## src/rtl/uart_mem_xfer.sv

```systemverilog
// Block transfer engine between a UART link and a word-wide synchronous memory.
// Includes the 8N1 uart_tx / uart_rx cores it drives.

module uart_tx #(
    parameter int CLK_FREQ = 25000000,
    parameter int BAUD     = 115200
) (
    input  logic       clk,
    input  logic       rst_n,
    input  logic       TxD_start,
    input  logic [7:0] TxD_data,
    output logic       TxD_busy,
    output logic       txd
);
    localparam int DIV = CLK_FREQ / BAUD;
    localparam int CW  = $clog2(DIV + 1);

    logic [9:0]    sh;
    logic [3:0]    nbits;
    logic [CW-1:0] cnt;

    // Frame is {stop, data, start}; ones shift in behind it so the line idles high.
    always_ff @(posedge clk or negedge rst_n) begin
        if (!rst_n) begin
            sh    <= '1;
            nbits <= '0;
            cnt   <= '0;
        end else if (nbits == 4'd0) begin
            if (TxD_start) begin
                sh    <= {1'b1, TxD_data, 1'b0};
                nbits <= 4'd10;
                cnt   <= '0;
            end
        end else if (cnt == CW'(DIV - 1)) begin
            cnt   <= '0;
            sh    <= {1'b1, sh[9:1]};
            nbits <= nbits - 4'd1;
        end else begin
            cnt <= cnt + 1'b1;
        end
    end

    assign txd      = sh[0];
    assign TxD_busy = (nbits != 4'd0);
endmodule

module uart_rx #(
    parameter int CLK_FREQ = 25000000,
    parameter int BAUD     = 115200
) (
    input  logic       clk,
    input  logic       rst_n,
    input  logic       rxd,
    output logic       RxD_data_ready,
    output logic [7:0] RxD_data
);
    localparam int DIV  = CLK_FREQ / BAUD;
    localparam int CW   = $clog2(DIV + 1);
    // First sample lands mid start bit, allowing for the synchroniser and detect latency.
    localparam int HALF = (DIV / 2 > 3) ? DIV / 2 - 3 : 0;

    logic [1:0]    sync;
    logic          rx_s;
    logic          active;
    logic [3:0]    bitn;
    logic [CW-1:0] cnt;

    assign rx_s = sync[1];

    always_ff @(posedge clk or negedge rst_n) begin
        if (!rst_n) begin
            sync           <= 2'b11;
            active         <= 1'b0;
            bitn           <= '0;
            cnt            <= '0;
            RxD_data       <= '0;
            RxD_data_ready <= 1'b0;
        end else begin
            sync           <= {sync[0], rxd};
            RxD_data_ready <= 1'b0;
            if (!active) begin
                if (!rx_s) begin
                    active <= 1'b1;
                    bitn   <= '0;
                    cnt    <= CW'(HALF);
                end
            end else if (cnt != '0) begin
                cnt <= cnt - 1'b1;
            end else begin
                cnt <= CW'(DIV - 1);
                if (bitn == 4'd0) begin
                    if (rx_s) active <= 1'b0;
                    else      bitn   <= 4'd1;
                end else if (bitn <= 4'd8) begin
                    RxD_data <= {rx_s, RxD_data[7:1]};
                    bitn     <= bitn + 4'd1;
                end else begin
                    active         <= 1'b0;
                    RxD_data_ready <= rx_s;
                end
            end
        end
    end
endmodule

// Command handshake: start is a one-cycle strobe accepted only while busy=0;
// mem_rdata must be valid exactly one clock after mem_addr is presented.
module uart_mem_xfer #(
    parameter int ADDR_W     = 16,
    parameter int WORD_BYTES = 1,
    parameter int CLK_FREQ   = 25000000,
    parameter int BAUD       = 115200,
    parameter int RX_TIMEOUT = 2500000
) (
    input  logic                    clk,
    input  logic                    rst_n,
    input  logic                    start,
    input  logic                    mode,
    input  logic [ADDR_W-1:0]       first_addr,
    input  logic [ADDR_W-1:0]       last_addr,
    input  logic                    abort,
    input  logic                    rxd,
    output logic                    txd,
    output logic [ADDR_W-1:0]       mem_addr,
    output logic [8*WORD_BYTES-1:0] mem_wdata,
    output logic                    mem_we,
    input  logic [8*WORD_BYTES-1:0] mem_rdata,
    output logic                    busy,
    output logic                    done,
    output logic                    err,
    output logic [ADDR_W:0]         word_cnt,
    output logic [3:0]              dbg_state
);
    localparam int DW = 8 * WORD_BYTES;
    localparam int TW = $clog2(RX_TIMEOUT + 1);
    localparam logic [1:0] LAST_IDX = 2'(WORD_BYTES - 1);

    typedef enum logic [3:0] {
        IDLE, TX_RD, TX_LOAD, TX_BYTE, TX_WAIT, TX_NEXT, RX_BYTE, RX_WRITE, RX_NEXT, FINISH
    } state_t;

    state_t state, state_d;
    logic [ADDR_W-1:0] addr, addr_d, last_q, last_d;
    logic [1:0]        idx, idx_d;
    logic [DW-1:0]     tx_sh, tx_sh_d, rx_asm, rx_asm_d;
    logic [TW-1:0]     to_cnt, to_cnt_d;
    logic [ADDR_W:0]   word_cnt_d;
    logic              err_d, tx_start, tx_busy, rx_ready;
    logic [7:0]        rx_data;

    uart_tx #(.CLK_FREQ(CLK_FREQ), .BAUD(BAUD)) u_tx (
        .clk(clk), .rst_n(rst_n), .TxD_start(tx_start), .TxD_data(tx_sh[7:0]),
        .TxD_busy(tx_busy), .txd(txd)
    );

    uart_rx #(.CLK_FREQ(CLK_FREQ), .BAUD(BAUD)) u_rx (
        .clk(clk), .rst_n(rst_n), .rxd(rxd), .RxD_data_ready(rx_ready), .RxD_data(rx_data)
    );

    assign dbg_state = state;

    always_ff @(posedge clk or negedge rst_n) begin
        if (!rst_n) state <= IDLE;
        else        state <= state_d;
    end

    always_comb begin
        state_d    = state;
        addr_d     = addr;
        last_d     = last_q;
        idx_d      = idx;
        tx_sh_d    = tx_sh;
        rx_asm_d   = rx_asm;
        to_cnt_d   = '0;
        word_cnt_d = word_cnt;
        err_d      = err;
        tx_start   = 1'b0;
        case (state)
            IDLE: if (start) begin
                if (first_addr > last_addr) begin
                    err_d = 1'b1;
                end else begin
                    addr_d     = first_addr;
                    last_d     = last_addr;
                    idx_d      = '0;
                    word_cnt_d = '0;
                    err_d      = 1'b0;
                    state_d    = mode ? TX_RD : RX_BYTE;
                end
            end
            TX_RD:   state_d = TX_LOAD;
            TX_LOAD: begin
                tx_sh_d = mem_rdata;
                idx_d   = '0;
                state_d = TX_BYTE;
            end
            TX_BYTE: begin
                tx_start = 1'b1;
                state_d  = TX_WAIT;
            end
            TX_WAIT: if (!tx_busy) begin
                if (idx != LAST_IDX) begin
                    idx_d   = idx + 2'd1;
                    tx_sh_d = tx_sh >> 8;
                    state_d = TX_BYTE;
                end else begin
                    state_d = TX_NEXT;
                end
            end
            TX_NEXT: begin
                word_cnt_d = word_cnt + 1'b1;
                if (addr == last_q) state_d = FINISH;
                else begin
                    addr_d  = addr + 1'b1;
                    state_d = TX_RD;
                end
            end
            RX_BYTE: if (rx_ready) begin
                for (int b = 0; b < WORD_BYTES; b++)
                    if (idx == 2'(b)) rx_asm_d[8*b +: 8] = rx_data;
                if (idx == LAST_IDX) state_d = RX_WRITE;
                else                 idx_d   = idx + 2'd1;
            end else if (to_cnt == TW'(RX_TIMEOUT - 1)) begin
                err_d   = 1'b1;
                state_d = FINISH;
            end else begin
                to_cnt_d = to_cnt + 1'b1;
            end
            RX_WRITE: state_d = RX_NEXT;
            RX_NEXT: begin
                word_cnt_d = word_cnt + 1'b1;
                idx_d      = '0;
                if (addr == last_q) state_d = FINISH;
                else begin
                    addr_d  = addr + 1'b1;
                    state_d = RX_BYTE;
                end
            end
            FINISH:  state_d = IDLE;
            default: state_d = IDLE;
        endcase
        // FINISH is already the exit path, so abort only redirects live transfer states.
        if (abort && state != IDLE && state != FINISH) begin
            state_d  = FINISH;
            err_d    = 1'b1;
            tx_start = 1'b0;
        end
    end

    always_ff @(posedge clk or negedge rst_n) begin
        if (!rst_n) begin
            addr      <= '0;
            last_q    <= '0;
            idx       <= '0;
            tx_sh     <= '0;
            rx_asm    <= '0;
            to_cnt    <= '0;
            word_cnt  <= '0;
            err       <= 1'b0;
            mem_addr  <= '0;
            mem_wdata <= '0;
            mem_we    <= 1'b0;
            busy      <= 1'b0;
            done      <= 1'b0;
        end else begin
            addr     <= addr_d;
            last_q   <= last_d;
            idx      <= idx_d;
            tx_sh    <= tx_sh_d;
            rx_asm   <= rx_asm_d;
            to_cnt   <= to_cnt_d;
            word_cnt <= word_cnt_d;
            err      <= err_d;
            mem_we   <= (state_d == RX_WRITE);
            busy     <= (state_d != IDLE);
            done     <= (state_d == FINISH) && !err_d;
            if (state_d == TX_RD || state_d == RX_WRITE) mem_addr <= addr_d;
            if (state_d == RX_WRITE) mem_wdata <= rx_asm_d;
        end
    end
endmodule

```

## config.mk

```make
export PLATFORM = sky130hd
export DESIGN_NAME = uart_mem_xfer
export DESIGN_NICKNAME = d
export VERILOG_FILES = /design/src/rtl/uart_mem_xfer.sv
export SDC_FILE = /design/constraint.sdc
export NUM_CORES = 1
export LEC_CHECK = 0
export BUFFER_PORTS_ARGS = -buffer_cell sky130_fd_sc_hd__buf_2
export CELL_PAD_IN_SITES_DETAIL_PLACEMENT = 2
export CELL_PAD_IN_SITES_GLOBAL_PLACEMENT = 2
export CORE_ASPECT_RATIO = 0.9
export CORE_UTILIZATION = 41
export DETAILED_ROUTE_END_ITERATION = 12
export PLACE_DENSITY_LB_ADDON = 0.1
export SLEW_MARGIN = 20
export SYNTH_ARGS = -nofsm -noshare
export SYNTH_HDL_FRONTEND = slang
export SYNTH_SLANG_ARGS = --single-unit
```

## constraint.sdc

```tcl
create_clock -name clk -period 7.45 [get_ports clk]
set_input_delay 1.8625 -clock clk [delete_from_list [all_inputs] [get_ports clk]]
set_output_delay 1.8625 -clock clk [all_outputs]
set_load 0.05 [all_outputs]
```

==> results_dict.tcl <==
set metrics [dict create \
    start_util_pct 41.9 \
    route.detailed.drc 0 \
    cp_max_fo 18 \
    io_buffers 95 \
    cts.path.max_buffers 2 \
    min_period_ns 4.62 \
    num_vias 7191 \
    synth_area_um2 8750 \
    yosys.area.top_type "dfrtp_1" \
    postSynthAreaPerCell_um2 9.79 \
    rsz0062_at_grt "no" \
    yosys_warnings 0 \
    final_layout_size_suffix_gt1_share_pct 20.3 \
    boundaryPins 96 \
    status "finished, final reports clean" \
    startpoint_type "input pin" \
    die_x_um 156 \
    antenna_found_initial 1 \
    fin_skew_ns 0.0159 \
    insertion_delay_ns 0.44 \
    grt.overflow.total 0 \
    drt-total-wl_um 27800 \
    clk_pin_slew_ns 0.07 \
    required_ns 7.77 \
    place_inst 1245 \
    grt_pass1_wl_um 45700 \
    coreArea_um2 20900 \
    grt_start_max_net_pins 62 \
    drt-pass1-iter-count 5 \
    row_count 50 \
    groute.usage.overall_pct 26.8 \
    synth_area_leaders "dfrtp_1, nand2_1, ha_1, mux2_2, o21ai_0" \
    max-vdd-ir-drop_mv 0.145 \
    setup_viol_count_final 0 \
    wl_per_cell_um 21.7 \
    syn_nets 967 \
    power.total_uw 3380 \
    critPathKind "input pin to register" \
    reg2reg_slack_ns 3.68 \
    cts_tree "done" \
    vias_per_cell 5.63 \
    synthFlopType "dfrtp_1" \
    endpoint "mem_wdata[5]" \
    timing.fmax_ghz 0.217 \
    worstPathArrival_ns 4.93 \
    postCtsSetupRepairBufs 0 \
    fin_nets 1051 \
    dp_hpwl_um 19600 \
    cts_resized 0 \
    slew_headroom_pct 27.1 \
    stdcell_count 1278 \
    timing.rr.start "addr[14]" \
    seq_area_um2 4170 \
    startpoint "last_addr[15]" \
    endpoint_kind "register" \
    synth_most_common_cell "dfrtp_1" \
    seq_area_frac_synth_pct 47.6 \
    synthToLayoutAreaGrowth_pct 15.4 \
    die_area_um2 21900 \
    place_area_um2 9490 \
    cts_buffers 17 \
    total_leakage_power_uw 0.00473 \
    drv_cap 0 \
    final_antenna_net_count 0 \
    cts_hold_buf 0 \
    grt_pass1_vias 8134 \
    async_flop_share_pct 100 \
    hold_viol_final 0 \
    cts_sinks 166 \
    synth_top_area_share_pct 44.3 \
    tns_ns 0 \
    slew_violations 0 \
    synth_cell_types 72 \
    multiInputGateArea_um2 4240 \
    synth-edff-count 0 \
    fp.dieH_um 141 \
    cts-htree-levels 4 \
    r2r_cells 8 \
    synth_cells 894 \
    routabilityCongestion 0.820 \
    nFillCells 2266 \
    synth.top_cells.by_count "dfrtp_1, nand2_1, nor2_1" \
    ys_ff_latch 166 \
    p_per_area_nw_per_um2 335 \
    dr.first_iter.drc_count 287 \
    reg2reg_to "mem_addr[3]" \
    worstMarginPinSlew_ns 1.09 \
    min_period_over_period_pct 62.0 \
    hp-class "register to register" \
    stdcell_area_um2 10100 \
    clock-root-buffer "clkbuf_16" \
]
-- kinds of logic after synthesis --
logic type      Yosys count  share of synthesized area, %
flops                   166                          47.6
fa+ha+maj                28                          3.97
simple gates            339                          19.4
compound gates          167                          12.4
buf+inv                  85                          3.99
mux                      54                          7.18
xor+xnor                 55                          5.50
-- critical path: stages --
cell     delay [ns]
buf_2          0.08
inv_1          0.05
ha_1           0.33
nand4_2        0.19
nor4_4         0.36
and3_1         0.20
a31o_1         0.57
a31oi_1        0.29
or3_1          0.61
mux2_2         0.37
-- cell usage in the layout, fill, tap and decap left out, types with 5 or more instances in the layout --
master     instances
dfrtp_1          155
nand2_1          103
buf_2             94
nor2_1            74
o21ai_0           61
nand3_1           48
inv_1             45
a21oi_1           39
xor2_1            32
mux2_2            30
ha_1              27
xnor2_1           23
nand4_1           19
clkbuf_16         17
nor3_1            14
mux2i_1           14
and2_1            13
dfstp_2           11
nor4_1            10
mux2_4            10
and3_1             9
a211oi_1           9
buf_4              9
o211ai_1           8
and4_1             6
or3_1              6
nand2b_1           6
inv_6              6
nor2b_1            5
nor3b_1            5
a31oi_1            5
a2111oi_0          5
-- through the flow --
stage	utilization, %	hold slack [ns]	setup slack, ns
global placement	45.4	0.349	2.52
global route	48.4	0.365	2.64
finish	48.4	0.362	2.83
CTS	48.3	0.365	2.83
floorplan	-	0.345	3.10
detailed placement	45.4	0.354	2.37
-- worst min path at each step --
stage	startpoint	end	slack (ns)	cells past startpoint
final	u_rx.sync[0]	u_rx.sync[1]	0.36	0
after global routing	u_rx.sync[0]	u_rx.sync[1]	0.36	0
after CTS	u_rx.sync[0]	u_rx.sync[1]	0.36	0
after detailed placement	u_rx.sync[0]	u_rx.sync[1]	0.35	0
after global placement	u_rx.sync[0]	u_rx.sync[1]	0.35	0
after floorplan	u_rx.sync[0]	u_rx.sync[1]	0.35	0
-- routing by layer --
layer | GRT usage [%] | share of wire [%]
met4 | 7.02 | 1.3
met1 | 36.5 | 46
met3 | 3.78 | 2.9
met5 | 0 | 0
met2 | 44.8 | 50
-- layout make-up --
cell class | count | area share [%]
clock inverters | 15 | 1.84
repair buffers | 104 | 5.44
multi-input cells | 643 | 42.0
well taps | 286 | 3.54
clock buffers | 17 | 4.21
diodes | 1 | 0.0248
inverters | 46 | 1.71
flip-flops and latches | 166 | 41.2
-- power by group --
group          internal, µW  total, µW  leakage [µW]  switching (µW)
Sequential             1070       1280       0.00214             212
Combinational           385       1160       0.00230             774
Clock                   512        947      0.000294             435
Total                  1960       3380       0.00473            1420
-- flip-flops by register name, indices dropped and copies added, names as in the netlist, 9 cells and up --
| name | count |
|---|---|
| addr | 16 |
| last_q | 16 |
| mem_addr | 16 |
| to_cnt | 22 |
| u_tx.sh | 9 |
| word_cnt | 17 |
No activity file was read; power rests on OpenSTA's default activity.
